--- config.mk ---
export PLATFORM = sky130hd
export DESIGN_NAME = cpuif_cmd_sequencer
export DESIGN_NICKNAME = d
export VERILOG_FILES = /design/src/rtl/cpuif_cmd_sequencer.sv
export SDC_FILE = /design/constraint.sdc
export NUM_CORES = 1
export LEC_CHECK = 0
export CELL_PAD_IN_SITES_DETAIL_PLACEMENT = 0
export CELL_PAD_IN_SITES_GLOBAL_PLACEMENT = 1
export CORE_UTILIZATION = 59
export CTS_CLUSTER_DIAMETER = 80
export DETAILED_ROUTE_END_ITERATION = 10
export DONT_BUFFER_PORTS = 1
export PLACE_DENSITY_LB_ADDON = 0.1
export SETUP_SLACK_MARGIN = 0.1
export SLEW_MARGIN = 30
export SYNTH_ARGS = -nofsm -noshare
export SYNTH_HDL_FRONTEND = slang
export SYNTH_SLANG_ARGS = --single-unit
export TNS_END_PERCENT = 100
--- constraint.sdc ---
create_clock -name clk -period 9.2 [get_ports clk]
set_clock_uncertainty 0.15 [all_clocks]
set_input_delay 1.38 -clock clk [delete_from_list [all_inputs] [get_ports clk]]
set_output_delay 1.38 -clock clk [all_outputs]
set_load 0.05 [all_outputs]
--- src/rtl/cpuif_cmd_sequencer.sv ---
// cpuif_cmd_sequencer
// Buffered command master for a regblock passthrough CPU interface.
// Commands are queued in a small FIFO and issued one at a time. Regblock
// stalls are honoured, and each completion comes back on a valid/ready
// response port, including regblock error and timeout status.
module cpuif_cmd_sequencer #(
  parameter int unsigned ADDR_WIDTH     = 32,
  parameter int unsigned DATA_WIDTH     = 32,
  parameter int unsigned FIFO_DEPTH     = 4,
  parameter int unsigned TIMEOUT_CYCLES = 256
) (
  input  logic                  clk,
  input  logic                  arst_n,

  input  logic                  cmd_valid,
  output logic                  cmd_ready,
  input  logic                  cmd_is_wr,
  input  logic [ADDR_WIDTH-1:0] cmd_addr,
  input  logic [DATA_WIDTH-1:0] cmd_wdata,
  input  logic [DATA_WIDTH-1:0] cmd_biten,

  output logic                  rsp_valid,
  input  logic                  rsp_ready,
  output logic                  rsp_is_wr,
  output logic [DATA_WIDTH-1:0] rsp_rdata,
  output logic                  rsp_err,
  output logic                  rsp_timeout,

  output logic                  busy,

  output logic                  cpuif_req,
  output logic                  cpuif_req_is_wr,
  output logic [ADDR_WIDTH-1:0] cpuif_addr,
  output logic [DATA_WIDTH-1:0] cpuif_wr_data,
  output logic [DATA_WIDTH-1:0] cpuif_wr_biten,
  input  logic                  cpuif_req_stall_wr,
  input  logic                  cpuif_req_stall_rd,
  input  logic                  cpuif_rd_ack,
  input  logic                  cpuif_rd_err,
  input  logic [DATA_WIDTH-1:0] cpuif_rd_data,
  input  logic                  cpuif_wr_ack,
  input  logic                  cpuif_wr_err
);

  localparam int unsigned PTR_W   = (FIFO_DEPTH > 1) ? $clog2(FIFO_DEPTH) : 1;
  localparam int unsigned CNT_W   = PTR_W + 1;
  localparam int unsigned ENTRY_W = 1 + ADDR_WIDTH + 2 * DATA_WIDTH;
  localparam int unsigned TMO_W   = (TIMEOUT_CYCLES == 0) ? 1 : $clog2(TIMEOUT_CYCLES + 1);

  typedef enum logic [1:0] {
    S_IDLE,
    S_ISSUE,
    S_WAIT_ACK,
    S_RESP
  } state_t;

  state_t state;

  // Command FIFO
  logic [ENTRY_W-1:0] mem [FIFO_DEPTH];
  logic [PTR_W-1:0]   wr_ptr;
  logic [PTR_W-1:0]   rd_ptr;
  logic [CNT_W-1:0]   count;
  logic               fifo_empty;
  logic               fifo_full;
  logic               push;
  logic               pop;
  logic [ENTRY_W-1:0] head;

  // Transaction tracking
  logic [TMO_W-1:0]      tmo_cnt;
  logic [TMO_W-1:0]      tmo_next;
  logic                  tmo_hit;
  logic                  stall_cur;
  logic                  ack_cur;
  logic                  err_cur;
  logic [DATA_WIDTH-1:0] rdata_cur;
  logic                  ack_take;

  assign fifo_empty = (count == '0);
  assign fifo_full  = (count == CNT_W'(FIFO_DEPTH));
  // arst_n is folded in so cmd_ready is low throughout reset
  assign cmd_ready  = !fifo_full && arst_n;
  assign push       = cmd_valid && cmd_ready;
  assign pop        = (state == S_IDLE) && !fifo_empty;
  assign head       = mem[rd_ptr];
  assign busy       = !fifo_empty || (state != S_IDLE);

  // FIFO storage; no reset needed since count gates every read
  always_ff @(posedge clk) begin
    if (push) begin
      mem[wr_ptr] <= {cmd_is_wr, cmd_addr, cmd_wdata, cmd_biten};
    end
  end

  // FIFO pointers and occupancy; simultaneous push and pop keep the count
  always_ff @(posedge clk or negedge arst_n) begin
    if (!arst_n) begin
      wr_ptr <= '0;
      rd_ptr <= '0;
      count  <= '0;
    end else begin
      if (push) wr_ptr <= wr_ptr + PTR_W'(1);
      if (pop)  rd_ptr <= rd_ptr + PTR_W'(1);
      case ({push, pop})
        2'b10:   count <= count + CNT_W'(1);
        2'b01:   count <= count - CNT_W'(1);
        default: ;
      endcase
    end
  end

  // Select the stall/ack/err/data matching the in-flight command type,
  // and evaluate the timeout and completion conditions
  always_comb begin
    stall_cur = cpuif_req_is_wr ? cpuif_req_stall_wr : cpuif_req_stall_rd;
    ack_cur   = cpuif_req_is_wr ? cpuif_wr_ack       : cpuif_rd_ack;
    err_cur   = cpuif_req_is_wr ? cpuif_wr_err       : cpuif_rd_err;
    rdata_cur = cpuif_req_is_wr ? '0                 : cpuif_rd_data;
    tmo_next  = tmo_cnt + TMO_W'(1);
    tmo_hit   = (TIMEOUT_CYCLES != 0) && (tmo_next == TMO_W'(TIMEOUT_CYCLES));
    ack_take  = 1'b0;
    if (state == S_ISSUE) begin
      ack_take = !stall_cur && ack_cur;
    end else if (state == S_WAIT_ACK) begin
      ack_take = ack_cur;
    end
  end

  // Transaction FSM with registered request and response outputs
  always_ff @(posedge clk or negedge arst_n) begin
    if (!arst_n) begin
      state           <= S_IDLE;
      tmo_cnt         <= '0;
      cpuif_req       <= 1'b0;
      cpuif_req_is_wr <= 1'b0;
      cpuif_addr      <= '0;
      cpuif_wr_data   <= '0;
      cpuif_wr_biten  <= '0;
      rsp_valid       <= 1'b0;
      rsp_is_wr       <= 1'b0;
      rsp_rdata       <= '0;
      rsp_err         <= 1'b0;
      rsp_timeout     <= 1'b0;
    end else begin
      case (state)
        S_IDLE: begin
          if (!fifo_empty) begin
            {cpuif_req_is_wr, cpuif_addr, cpuif_wr_data, cpuif_wr_biten} <= head;
            cpuif_req <= 1'b1;
            tmo_cnt   <= '0;
            state     <= S_ISSUE;
          end
        end

        // ISSUE and WAIT_ACK share completion and timeout handling; a real
        // ack in the same cycle as the timeout wins over the timeout
        S_ISSUE, S_WAIT_ACK: begin
          tmo_cnt <= tmo_next;
          if (ack_take) begin
            rsp_is_wr   <= cpuif_req_is_wr;
            rsp_rdata   <= rdata_cur;
            rsp_err     <= err_cur;
            rsp_timeout <= 1'b0;
            rsp_valid   <= 1'b1;
            cpuif_req   <= 1'b0;
            state       <= S_RESP;
          end else if (tmo_hit) begin
            rsp_is_wr   <= cpuif_req_is_wr;
            rsp_rdata   <= '0;
            rsp_err     <= 1'b1;
            rsp_timeout <= 1'b1;
            rsp_valid   <= 1'b1;
            cpuif_req   <= 1'b0;
            state       <= S_RESP;
          end else if ((state == S_ISSUE) && !stall_cur) begin
            cpuif_req <= 1'b0;
            state     <= S_WAIT_ACK;
          end
        end

        S_RESP: begin
          if (rsp_ready) begin
            rsp_valid <= 1'b0;
            state     <= S_IDLE;
          end
        end

        default: state <= S_IDLE;
      endcase
    end
  end

endmodule

==> qor.csv <==
metric,value,unit
"Primary FF master, synth",edfxtp_1,
Placer Congestion,0.837,
final net count,1107,
mapped cell area,20100,sq um
most frequent cells in the layout,"edfxtp_1 (388), dfrtp_1 (150), mux4_2 (97)",
Rel. slew slack,38.0,%
Comb power frac,20.9,%
wire per inst,24.9,um
DRT Wirelength,36000,um
number of synthesized flops with an enable pin,388,
Yosys cell types,45,
Initial Util,59.9,%
largest net degree at the start of global routing,154,
CP max-delay cell,buf_4,
TritonCTS clock tree,built,
initial DRC count,598,
"commonest non-fill, non-tap cell in the layout",edfxtp_1,
Hold Fails Final Rpt,0,
Chip Height,186,um
grt total ovfl,0,
dpl cells,1352,
Max-cap violations,0,
ordered list of cells on the worst path,inv_1 > a31oi_1 > buf_4,
DRC viols,0,
Int Power,0.00520,W
final slew viol count,0,
Top-Level Pins,275,
Syn Inst Count,933,
Synth Register Bits,540,
Mapped Avg Cell Area,21.5,sq um
ys async rst share,28.1,%
Max H-tree Level,2,
crit path max fanout,153,
Post-CTS Setup Bufs,0,
part of the power in registers,54.7,%
worst min-delay path class,register to register,
Chip Width,186,um
Num CTS Buffers,51,
CTS resizes,0,
Fill cells,2143,
hold-fix buffer count after cts,0,
WP buf/inv,2,
status,completed,
DRT Pass-1 Iters,5,
max incr delay on CP,0.26,ns
crit end category,output port,
fmax,0.291,GHz
switch share,36.5,%
drt via density,6.03,
Slew @ Worst Pin,0.931,ns
post-route cell area,22200,sq um
die area,34800,sq um
initial antenna violation count,0,
clock latency on the worst-skew pair,0.55,ns
# rows,67,
Port Buffers,0,
Psw,0.00299,W
Clock Path Buffers,3,
CP top delay family,buffers and inverters,
Worst Path Arrival,1.90,ns
synth warn,0,
Routed Antenna Nets,0,
Tmin final,3.43,ns
clock-pin transition on the worst setup and hold timing paths,0.06,ns
Peak supply drop,0.226,mV
Post-DP Area,20600,sq um
pwr dens,369,nW/um^2
syn_nets,1083,
global-route wire length before repair,56300,um
flop-to-flop setup slack,6.31,ns
via count,8725,
sequential share of the synthesized area,77.0,%
crit path kind,input pin to output port,
RSZ-0062 raised after global routing,false,
Setup TNS,0,ns
layout cells sized above 1,28.3,%
Final Non-Filler Cells,1447,
Worst Path Required,7.67,ns
vias in the first global route,9489,
antenna fix cells,0,
crit share post-route,37.3,%
GRT Overall Usage,21.3,%
clock power share,24.5,%
Startpoint Class,input pin,
core box area,33500,sq um
Setup Viol. Count Final,0,
Clk Tree Root Cell,clkbuf_16,
LEAKAGE,7.75,nW
DPL Wire Length,21700,um
# clock sinks,540,
Syn-to-layout area delta,10.7,%
## final cells by class
type / instances / area [sq um] / share of cell area, %
inverter: 15 / 58.8 / 0.265
timing repair buffer: 12 / 141 / 0.636
multi-input combinational: 337 / 4370 / 19.7
tap: 448 / 561 / 2.52
clock inverter: 17 / 141 / 0.636
sequential: 540 / 15500 / 69.6
clock buffer: 78 / 1490 / 6.70
## Yosys cell counts, drive strengths merged, types with 2 or more instances
cell type | instances | area, sq um
and3 | 5 | 31.3
nor3 | 3 | 15.0
xnor2 | 4 | 35.0
nor2b | 2 | 12.5
inv | 15 | 56.3
mux2i | 6 | 60.1
edfxtp | 388 | 11700
nor2 | 6 | 22.5
nand2 | 19 | 71.3
dfrtp | 152 | 3800
clkbuf | 22 | 82.6
and2 | 3 | 18.8
buf | 19 | 143
mux4 | 97 | 2180
a31oi | 2 | 12.5
o31ai | 5 | 37.5
a22o | 32 | 280
ha | 10 | 125
a21oi | 7 | 35.0
o21ai | 10 | 50.1
nand3 | 7 | 35.0
mux2 | 99 | 1120
nand2b | 3 | 26.3
xor2 | 3 | 26.3
## path summary, 6_finish.rpt
path | startpoint | end | depth (start not counted)
min in group asynchronous | arst_n | cpuif_wr_data[17] | 0
worst max-delay path | arst_n | cmd_ready | 3
worst min register to register | count[2] | count[2] | 1
worst max register to register | count[0] | mem[2][38] | 5
worst min-delay path | count[2] | count[2] | 1
max in group asynchronous | arst_n | rd_ptr[0] | 0
## worst reg2reg max path: cells and delay by family, from the launching register on
kind,cells,cell delay [ns]
compound gates,1,0.13
buf+inv,3,1.18
flops,1,0.39
simple gates,1,0.61
## flip-flops by register name, summed over array words and instances, names as in the netlist, 2 cells and up
| register | flops |
|---|---|
| cpuif_addr | 32 |
| tmo_cnt | 9 |
| cpuif_wr_biten | 32 |
| mem | 388 |
| rsp_rdata | 32 |
| count | 3 |
| wr_ptr | 2 |
| cpuif_wr_data | 32 |
| rd_ptr | 2 |
| state | 2 |
## logic make-up (layout without fill, tap and decap cells)
| group | count (synthesis) | in the layout | synth area share (%) |
|---|---|---|---|
| xor+xnor | 7 | 7 | 0.305 |
| fa+ha+maj | 11 | 11 | 0.723 |
| flops | 540 | 540 | 77.0 |
| simple gates | 53 | 53 | 1.36 |
| buf+inv | 56 | 122 | 1.40 |
| mux | 202 | 202 | 16.7 |
| compound gates | 64 | 64 | 2.49 |
## power groups by stage
stage | logic, W | clock network, W | registers, W
2_1_floorplan | 0.00143 | 0 | 0.00440
3_3_place_gp | 0.00159 | 0 | 0.00459
3_5_place_dp | 0.00174 | 0 | 0.00454
4_1_cts | 0.00175 | 0.00205 | 0.00449
5_1_grt | 0.00186 | 0.00215 | 0.00453
6_report | 0.00171 | 0.00200 | 0.00448
## layer usage
| metal | up-vias | GRT usage [%] | part of all wire (%) |
|---|---|---|---|
| met4 | 0 | 5.93 | 2.3 |
| met1 | 4545 | 27.5 | 39 |
| met2 | 321 | 35.1 | 50 |
| li1 | 3800 | - | - |
| met5 | - | 0 | 0 |
| met3 | 59 | 6.94 | 8.9 |
## stage by stage
stage          hold slack [ns]  total power [W]  util [%]  setup WS [ns]
3_5_place_dp             0.352          0.00628      61.4           5.25
5_1_grt                  0.344          0.00854      66.3           5.71
6_report                 0.356          0.00819      66.3           5.77
4_1_cts                  0.351          0.00829      66.3           5.80
3_3_place_gp             0.333          0.00618      61.2           5.23
2_1_floorplan            0.314          0.00583         -           3.80
No activity file was read; power rests on OpenSTA's default activity.
